**src/rtl/calculator_pkg.sv**
```systemverilog
// Shared types and widths for the calculator input conditioning stage.
// Imported by the interface, the synchronizer and the top.
package calculator_pkg;

    // Debounce FSM states.
    typedef enum logic [1:0] {
        IDLE,
        PRESS_WAIT,
        PRESSED,
        RELEASE_WAIT
    } state_t;

    // Operand and function-select widths.
    localparam int OP_W   = 8;
    localparam int FUNC_W = 3;
    localparam int CNT_W  = 8;

    // Raw input bundle: button, func, num1, num2.
    localparam int IN_W = 1 + FUNC_W + 2 * OP_W;

    // Pack raw switch/button inputs into one synchronizer word.
    function automatic logic [IN_W-1:0] pack_inputs(
        input logic              button,
        input logic [FUNC_W-1:0] func,
        input logic [OP_W-1:0]   num1,
        input logic [OP_W-1:0]   num2
    );
        return {button, func, num1, num2};
    endfunction

endpackage

```
**src/rtl/calculator_input_if.sv**
```systemverilog
// Raw switch/button inputs and conditioned outputs of calculator_input.
// master drives the raw inputs, slave is the conditioning stage.
interface calculator_input_if;
    import calculator_pkg::*;

    logic              button;
    logic [FUNC_W-1:0] func;
    logic [OP_W-1:0]   num1;
    logic [OP_W-1:0]   num2;

    logic              button_new;
    logic              button_level;
    logic [FUNC_W-1:0] func_q;
    logic [OP_W-1:0]   num1_q;
    logic [OP_W-1:0]   num2_q;
    logic [CNT_W-1:0]  press_cnt;
    logic              busy;

    modport master (
        output button, func, num1, num2,
        input  button_new, button_level,
        input  func_q, num1_q, num2_q,
        input  press_cnt, busy
    );

    modport slave (
        input  button, func, num1, num2,
        output button_new, button_level,
        output func_q, num1_q, num2_q,
        output press_cnt, busy
    );

endinterface

```
**src/rtl/bit_sync.sv**
```systemverilog
// Multi-bit flop-chain synchronizer, synchronous active-low reset.
// Every bit is sampled independently; callers handle coherence.
module bit_sync #(
    parameter int W     = 1,
    parameter int DEPTH = 2
) (
    input  logic         clk,
    input  logic         rst,
    input  logic [W-1:0] d,
    output logic [W-1:0] q
);

    if (DEPTH < 2) begin : g_bad_depth
        $error("bit_sync: DEPTH must be at least 2");
    end

    logic [W-1:0] stg [DEPTH];

    // Shift the raw word through DEPTH flops; reset clears the chain.
    always_ff @(posedge clk) begin
        if (!rst) begin
            for (int i = 0; i < DEPTH; i++) begin
                stg[i] <= '0;
            end
        end else begin
            stg[0] <= d;
            for (int i = 1; i < DEPTH; i++) begin
                stg[i] <= stg[i-1];
            end
        end
    end

    assign q = stg[DEPTH-1];

endmodule

```
**src/rtl/calculator_input.sv**
```systemverilog
// Synchronizes and debounces the push-button, freezes operands per press.
// Emits one button_new pulse for each accepted press.
module calculator_input
    import calculator_pkg::*;
#(
    parameter int CNT_MAX     = 200000,
    parameter int SYNC_STAGES = 2
) (
    input logic               clk,
    input logic               rst,
    calculator_input_if.slave bus
);

    localparam int CW = (CNT_MAX > 2) ? $clog2(CNT_MAX) : 1;
    localparam logic [CW-1:0] CNT_LAST = CW'(CNT_MAX - 1);

    if (CNT_MAX < 2) begin : g_bad_cnt
        $error("calculator_input: CNT_MAX must be at least 2");
    end

    logic [IN_W-1:0]   raw;
    logic [IN_W-1:0]   synced;
    logic              b_s;
    logic [FUNC_W-1:0] func_s;
    logic [OP_W-1:0]   num1_s;
    logic [OP_W-1:0]   num2_s;

    state_t            state;
    logic [CW-1:0]     cnt;
    logic              pulse;
    logic              level;
    logic              busy_r;
    logic [FUNC_W-1:0] func_r;
    logic [OP_W-1:0]   num1_r;
    logic [OP_W-1:0]   num2_r;
    logic [CNT_W-1:0]  presses;

    assign raw = pack_inputs(bus.button, bus.func, bus.num1, bus.num2);

    bit_sync #(
        .W     (IN_W),
        .DEPTH (SYNC_STAGES)
    ) u_sync (
        .clk (clk),
        .rst (rst),
        .d   (raw),
        .q   (synced)
    );

    assign {b_s, func_s, num1_s, num2_s} = synced;

    // Debounce FSM with counter, capture registers and registered outputs.
    always_ff @(posedge clk) begin
        if (!rst) begin
            state   <= IDLE;
            cnt     <= '0;
            pulse   <= 1'b0;
            level   <= 1'b0;
            busy_r  <= 1'b0;
            func_r  <= '0;
            num1_r  <= '0;
            num2_r  <= '0;
            presses <= '0;
        end else begin
            pulse <= 1'b0;
            unique case (state)
                IDLE: begin
                    if (b_s) begin
                        state  <= PRESS_WAIT;
                        cnt    <= '0;
                        busy_r <= 1'b1;
                    end
                end
                PRESS_WAIT: begin
                    if (!b_s) begin
                        state  <= IDLE;
                        busy_r <= 1'b0;
                    end else if (cnt == CNT_LAST) begin
                        state   <= PRESSED;
                        pulse   <= 1'b1;
                        level   <= 1'b1;
                        func_r  <= func_s;
                        num1_r  <= num1_s;
                        num2_r  <= num2_s;
                        presses <= presses + CNT_W'(1);
                    end else begin
                        cnt <= cnt + CW'(1);
                    end
                end
                PRESSED: begin
                    if (!b_s) begin
                        state <= RELEASE_WAIT;
                        cnt   <= '0;
                    end
                end
                RELEASE_WAIT: begin
                    if (b_s) begin
                        state <= PRESSED;
                    end else if (cnt == CNT_LAST) begin
                        state  <= IDLE;
                        level  <= 1'b0;
                        busy_r <= 1'b0;
                    end else begin
                        cnt <= cnt + CW'(1);
                    end
                end
                default: begin
                    state  <= IDLE;
                    cnt    <= '0;
                    level  <= 1'b0;
                    busy_r <= 1'b0;
                end
            endcase
        end
    end

    assign bus.button_new   = pulse;
    assign bus.button_level = level;
    assign bus.busy         = busy_r;
    assign bus.func_q       = func_r;
    assign bus.num1_q       = num1_r;
    assign bus.num2_q       = num2_r;
    assign bus.press_cnt    = presses;

endmodule

```
**src/flat_wrapper.sv**
```systemverilog
// flat-port wrapper written by rule: the top's interface ports become plain ports
module calculator_input_flat import calculator_pkg::*;
#(
    parameter int CNT_MAX     = 200000,
    parameter int SYNC_STAGES = 2
)
  (clk, rst, bus_button, bus_func, bus_num1, bus_num2, bus_button_new, bus_button_level, bus_func_q, bus_num1_q, bus_num2_q, bus_press_cnt, bus_busy);
  calculator_input_if bus_i ();
  input logic clk;
  input logic rst;
  input wire logic [$bits(bus_i.button)-1:0] bus_button;
  input wire logic [$bits(bus_i.func)-1:0] bus_func;
  input wire logic [$bits(bus_i.num1)-1:0] bus_num1;
  input wire logic [$bits(bus_i.num2)-1:0] bus_num2;
  output wire logic [$bits(bus_i.button_new)-1:0] bus_button_new;
  output wire logic [$bits(bus_i.button_level)-1:0] bus_button_level;
  output wire logic [$bits(bus_i.func_q)-1:0] bus_func_q;
  output wire logic [$bits(bus_i.num1_q)-1:0] bus_num1_q;
  output wire logic [$bits(bus_i.num2_q)-1:0] bus_num2_q;
  output wire logic [$bits(bus_i.press_cnt)-1:0] bus_press_cnt;
  output wire logic [$bits(bus_i.busy)-1:0] bus_busy;
  assign bus_i.button = bus_button;
  assign bus_i.func = bus_func;
  assign bus_i.num1 = bus_num1;
  assign bus_i.num2 = bus_num2;
  assign bus_button_new = bus_i.button_new;
  assign bus_button_level = bus_i.button_level;
  assign bus_func_q = bus_i.func_q;
  assign bus_num1_q = bus_i.num1_q;
  assign bus_num2_q = bus_i.num2_q;
  assign bus_press_cnt = bus_i.press_cnt;
  assign bus_busy = bus_i.busy;
  calculator_input #(.CNT_MAX(CNT_MAX), .SYNC_STAGES(SYNC_STAGES)) u_core (.clk(clk), .rst(rst), .bus(bus_i));
endmodule
```
**config.mk**
```make
export PLATFORM = sky130hd
export DESIGN_NAME = calculator_input_flat
export DESIGN_NICKNAME = d
export VERILOG_FILES = /design/src/rtl/calculator_pkg.sv /design/src/rtl/calculator_input_if.sv /design/src/rtl/bit_sync.sv /design/src/rtl/calculator_input.sv /design/src/flat_wrapper.sv
export SDC_FILE = /design/constraint.sdc
export NUM_CORES = 1
export LEC_CHECK = 0
export ABC_AREA = 1
export CAP_MARGIN = 15
export CORE_MARGIN = 2
export CORE_UTILIZATION = 55
export DETAILED_ROUTE_END_ITERATION = 10
export PLACE_DENSITY = 0.88
export REMOVE_ABC_BUFFERS = 1
export SLEW_MARGIN = 20
export SYNTH_ARGS = -nofsm -noshare
export SYNTH_HDL_FRONTEND = slang
export SYNTH_HIERARCHICAL = 1
export SYNTH_SLANG_ARGS = --single-unit
```
**constraint.sdc**
```tcl
create_clock -name clk -period 2.7 [get_ports clk]
set_input_delay 0.675 -clock clk [delete_from_list [all_inputs] [get_ports clk]]
set_output_delay 0.675 -clock clk [all_outputs]
set_load 0.005 [all_outputs]
```
=== Yosys cells after proc, flatten, opt, wreduce, memory -nomap -nowiden ===
Memories as Yosys holds them, arrays and structs flattened.
Index checks and enable logic that the tools add are counted.

* Word-level logic and storage cells: 62
* Memory bits (writable): 40
* Memories kept: 1
* Bits in latches: 0
* Flip-flop bits (word level): 50
* Bits of input ports: 22
* Bits in read-only memories: 0

{| class="wikitable"
|+ Memories
! name !! words !! width !! rd ports !! clocked after Yosys merged registers in !! write ports !! line !! RTL
|-
| u_core.u_sync.stg || 2 || 20 || 2 || 0 || 2 || bit_sync.sv:17 || <nowiki>logic [W-1:0] stg [DEPTH];</nowiki>
|}

* Shift operators: 0
* Reduce and logical (&&, ||, !) cells: 9
* $add $sub $neg: 2
* Eq/ne operators: 13
* $lt $le $gt $ge: 0
* Multiplexer cells: 26
* Bitwise logic cells: 2
* $mul: 0
* Div/mod/pow operators: 0

{| class="wikitable"
|+ Operators with widths
! kind !! number
|-
| $mux 18 || 5
|-
| $pmux 18 s4 || 1
|-
| $mux 20 || 2
|-
| $add 18x1->18 const B || 1
|-
| $eq 18x18->1 const B || 1
|-
| $mux 2 || 6
|-
| $reduce_and 5->1 || 2
|-
| $mux 1 || 9
|-
| $add 8x1->8 const B || 1
|-
| $ne 2x1->1 const B || 4
|-
| $pmux 2 s4 || 1
|-
| $reduce_and 4->1 || 2
|-
| $ne 2x2->1 const B || 3
|-
| $reduce_and 3->1 || 2
|-
| $eq 2x2->1 const B || 2
|-
| $ne 3x1->1 const B || 1
|-
| $ne 3x3->1 const B || 1
|-
| $pmux 1 s3 || 1
|-
| $reduce_bool 3->1 || 1
|-
| $eq 2x1->1 const B || 1
|-
| $logic_not 2->1 || 1
|-
| $or 1x1->1 || 2
|-
| $pmux 1 s2 || 1
|-
| $reduce_bool 2->1 || 1
|}

=== Longest topological paths before layout ===
* Word-level depth: 4
* Gate-level depth with buffers: 11
* Gate-level depth less buffers: 10

=== Hierarchy ===
Netlist, hierarchy kept.

{| class="wikitable"
|+ By module, submodules not included
! module !! area an instance (um^2) !! seq. area each (um^2) !! cells an instance !! instances
|-
| calculator_input || 2523.7 || 1001.0 || 375 || 1
|-
| bit_sync || 1296.2 || 800.8 || 144 || 1
|}

=== Worst setup path before layout ===
No wires, ideal clock.

* Path kind: input port to flip-flop
* Start point: input rst
* End point: register u_core.busy_r, in the netlist u_core/bus.busy
* Buffers on the path: 2
* Data required time: 2.629 ns
* Arrival time: 1.449 ns
* Stages on the path: 4
* Setup slack: 1.181 ns
* Cell sequence: clkbuf_1 -> clkinv_1 -> clkbuf_1 -> a21oi_1

{| class="wikitable"
|+ RTL lines
! element !! line !! RTL
|-
| from (decl) || flat_wrapper.sv:10 || <nowiki>input logic rst;</nowiki>
|-
| to (signal assigned) || calculator_input.sv:59 || <nowiki>busy_r <= 1'b0;</nowiki>
|-
| to (signal assigned) || calculator_input.sv:71 || <nowiki>busy_r <= 1'b1;</nowiki>
|-
| to (signal assigned) || calculator_input.sv:77 || <nowiki>busy_r <= 1'b0;</nowiki>
|-
| to (decl) || calculator_input.sv:32 || <nowiki>logic busy_r;</nowiki>
|}

No word-level cell between the ends.

=== Worst setup path in the final report ===
* Start point: register u_core.presses[4], in the netlist u_core/bus.press_cnt[4]
* End point: output bus_press_cnt[4]

{| class="wikitable"
|+ RTL lines
! element !! line !! RTL
|-
| from (decl) || calculator_input.sv:36 || <nowiki>logic [CNT_W-1:0] presses;</nowiki>
|-
| from (signal assigned) || calculator_input.sv:85 || <nowiki>presses <= presses + CNT_W'(1);</nowiki>
|-
| to (decl) || flat_wrapper.sv:20 || <nowiki>output wire logic [$bits(bus_i.press_cnt)-1:0] bus_press_cnt;</nowiki>
|}

No word-level cell between the ends.

==> impl_metrics.toml <==
[timing]
fin_tns_setup_ps = 0
hold_viol = 0
final-max-slew-violation-count = 0
timing.final.setup_violations = 0
setup_ws_ps = 691
min_period_over_period_pct = 74.4
clock_skew_ps = 14.0
rsz0062_at_grt = "false"
fin_worst_hold_slack_ps = 420
tightest_slew_margin_relative_to_the_limit_pct = 65.9
final.min_clock_period_ps = 2010
timing.fmax_mhz = 498
tightest_slew_ps = 508

[clock_tree]
tritoncts_num_sinks = 90
clk_pin_slew_ps = 90
post_cts_repair_resize_count = 0
cts.repair_timing.setup_buffer_count = 0
cts_tree = "done"
cts_inserted_buffers = 9
cts_root_buf = "clkbuf_8"
clock_tree.buffer_depth = 2
postCtsHoldBufs = 0
cts.htree.levels = 3
clock_insertion_delay_worst_skew_ps = 370

[cells_and_area]
layout.cells.most_common = "nand2_1"
layout.cells.non_filler = 631
area_growth_syn_to_layout_pct = 14.7
final_nets = 571
num_antenna_cells = 0
share_of_layout_cells_above_drive_strength_1_pct = 5.26
fin_area_sq_um = 4380
postLayoutCoreUtil_pct = 64.8
most-common-layout-cells = "nand2_1 (115), inv_1 (95), dfxtp_1 (90), nor2_1 (57), clkdlybuf4s50_1 (50)"

[pwr]
powerDensity_nw_per_um2 = 547
comb_power_share_pct = 4.2
power.share.sequential_pct = 57.0
power.net_switching_mw = 0.558
static-leakage-power_nw = 1.86
power.ir.vdd_worst_mv = 0.477
p_int_mw = 1.84
clockPowerShare_pct = 38.8
fin_total_pwr_mw = 2.39
p_sw_share_pct = 23.3

[worst_setup_path]
timing.critical_path.arrival_ps = 1330
max_stage_delay_ps = 540
path_max_fanout = 4
crit_path_top_delay_cell = "clkdlybuf4s50_1"
worst_ep_required_time_ps = 2030
crit_family = "buffers and inverters"
path_class = "flop to output pin"
worst_setup_path_end_kind = "output pin"
ordered_cell_list_for_the_critical_path = "clkdlybuf4s50_1"
critPathLaunchType = "flop"
critical_path.n_buffers_inverters = 1

[yosys]
seq_area_frac_synth_pct = 47.2
synthCells = 519
most_used_dff_post_synth = "dfxtp_1"
synth_enable_flop_cells = 0
ys_async_sr_fraction_pct = 0
syn_area_per_cell_sq_um = 7.36
synthTopCellsByArea = "dfxtp_1 (47%), nand2_1 (11%), inv_1 (9.3%)"
synthesis.area_sq_um = 3820
yosys.cell_types.count = 34
area_share_of_the_largest_cell_type_after_synthesis_pct = 47.2
ys.warnings.count = 6
ys_ff_latch = 90
synthDominantAreaCellType = "dfxtp_1"

[detailed_routing]
route.detailed.vias_per_inst = 5.00
routed_wirelength_um = 7830
first_pass_iters = 4
detail-route-antenna-nets = 0
detail_route.wl_per_cell_um = 12.4
drc = 0
drt_iter0_markers = 215
total_number_of_vias = 3156

[job]
timing.max_cap.violations = 0

[placed_design]
place_inst = 616
port_buffers = 51
place_area_sq_um = 4180
globalplace.congestion = 0.900
hpwlAfterDp_um = 5350
place_worst_setup_slack_ps = 757

[grt]
antenna_found_initial = 0
grt_pass1_wl_um = 12500
grt_max_degree = 44
first_global_vias = 2863
globalRouteOverflowTotal = 0
track_usage_pct = 21.0

[floorplan]
die_w_um = 87.3
fp.dieH_um = 87.3
die_area_sq_um = 7630
placementRows = 30
core_area_sq_um = 6760
initial_utilization_pct = 56.5
io_pins = 52

[hold_path]
hold_removal_path_class = "flop to flop"

[run_status]
run_status = "finished clean"
## power by group through the flow
stage	combinational [mW]	sequential (mW)	clock, mW
after floorplan	0.0426	1.39	0
after global placement	0.0952	1.39	0
after detailed placement	0.100	1.40	0
after CTS	0.102	1.36	0.936
after global routing	0.113	1.37	0.992
final	0.101	1.36	0.929
## cells in the mapped netlist, types with 2 or more instances
cell type and instances:
clkinv_1 2, buf_4 21, nor2_4 2, clkbuf_1 7, o21bai_1 5, xnor2_1 3
nand3_1 15, inv_1 95, xor2_1 4, buf_6 6, ha_1 2, dfxtp_1 90
nand2_1 115, o21ai_1 4, nor3_1 5, nand4_1 11, nand3_2 2, a21oi_1 33
nor2_1 57, o21ai_0 26
## per-layer routing
| layer | part of all wire [%] | track usage (%) | vias to the layer above |
|---|---|---|---|
| li1 | - | - | 1616 |
| met1 | 43 | 25.5 | 1452 |
| met2 | 51 | 36.1 | 77 |
| met3 | 4.6 | 4.45 | 11 |
| met4 | 1.5 | 8.25 | 0 |
| met5 | 0 | 0 | - |
## state kept, by name (all words and copies together) (netlist names), named ones only
name / count
u_core/bus.num2_q: 8
u_core/bus.press_cnt: 8
u_core/bus.button_new: 1
u_core/cnt: 18
u_core/bus.button_level: 1
u_core/bus.func_q: 3
u_core/u_sync/stg: 40
u_core/bus.busy: 1
u_core/state: 1
u_core/bus.num1_q: 8
## kinds of logic (layout without fill, tap and decap cells)
| logic type | Yosys count | after routing | synth area share, % |
|---|---|---|---|
| AOI/OAI and AO/OA | 71 | 71 | 9.79 |
| xor gates and xnor gates | 7 | 7 | 1.61 |
| adders and majority gates | 2 | 2 | 0.655 |
| buffers and inverters | 135 | 167 | 16.6 |
| DFF | 90 | 90 | 47.2 |
| and+or+nand+nor | 214 | 214 | 24.2 |
## final timing paths
kind / end / start / depth (start not counted) / slack (ps)
worst max-delay path: bus_press_cnt[4] / u_core/bus.press_cnt[4] / 1 / 690
worst min-delay path: u_core/u_sync/stg[0][35] / u_core/u_sync/stg[0][15] / 2 / 420
worst max register to register: u_core/cnt[3] / u_core/cnt[4] / 10 / 870
worst min register to register: u_core/u_sync/stg[0][35] / u_core/u_sync/stg[0][15] / 2 / 420
## cell type report
type / instances / area (sq um)
clock buffers: 9 / 124
clock inverters: 6 / 73.8
fillers: 532 / 2380
inverters: 98 / 368
multi-input cells: 294 / 1390
flip-flops and latches: 90 / 1800
well taps: 80 / 100
repair buffers: 54 / 528
(Power assumes the default switching activity.)
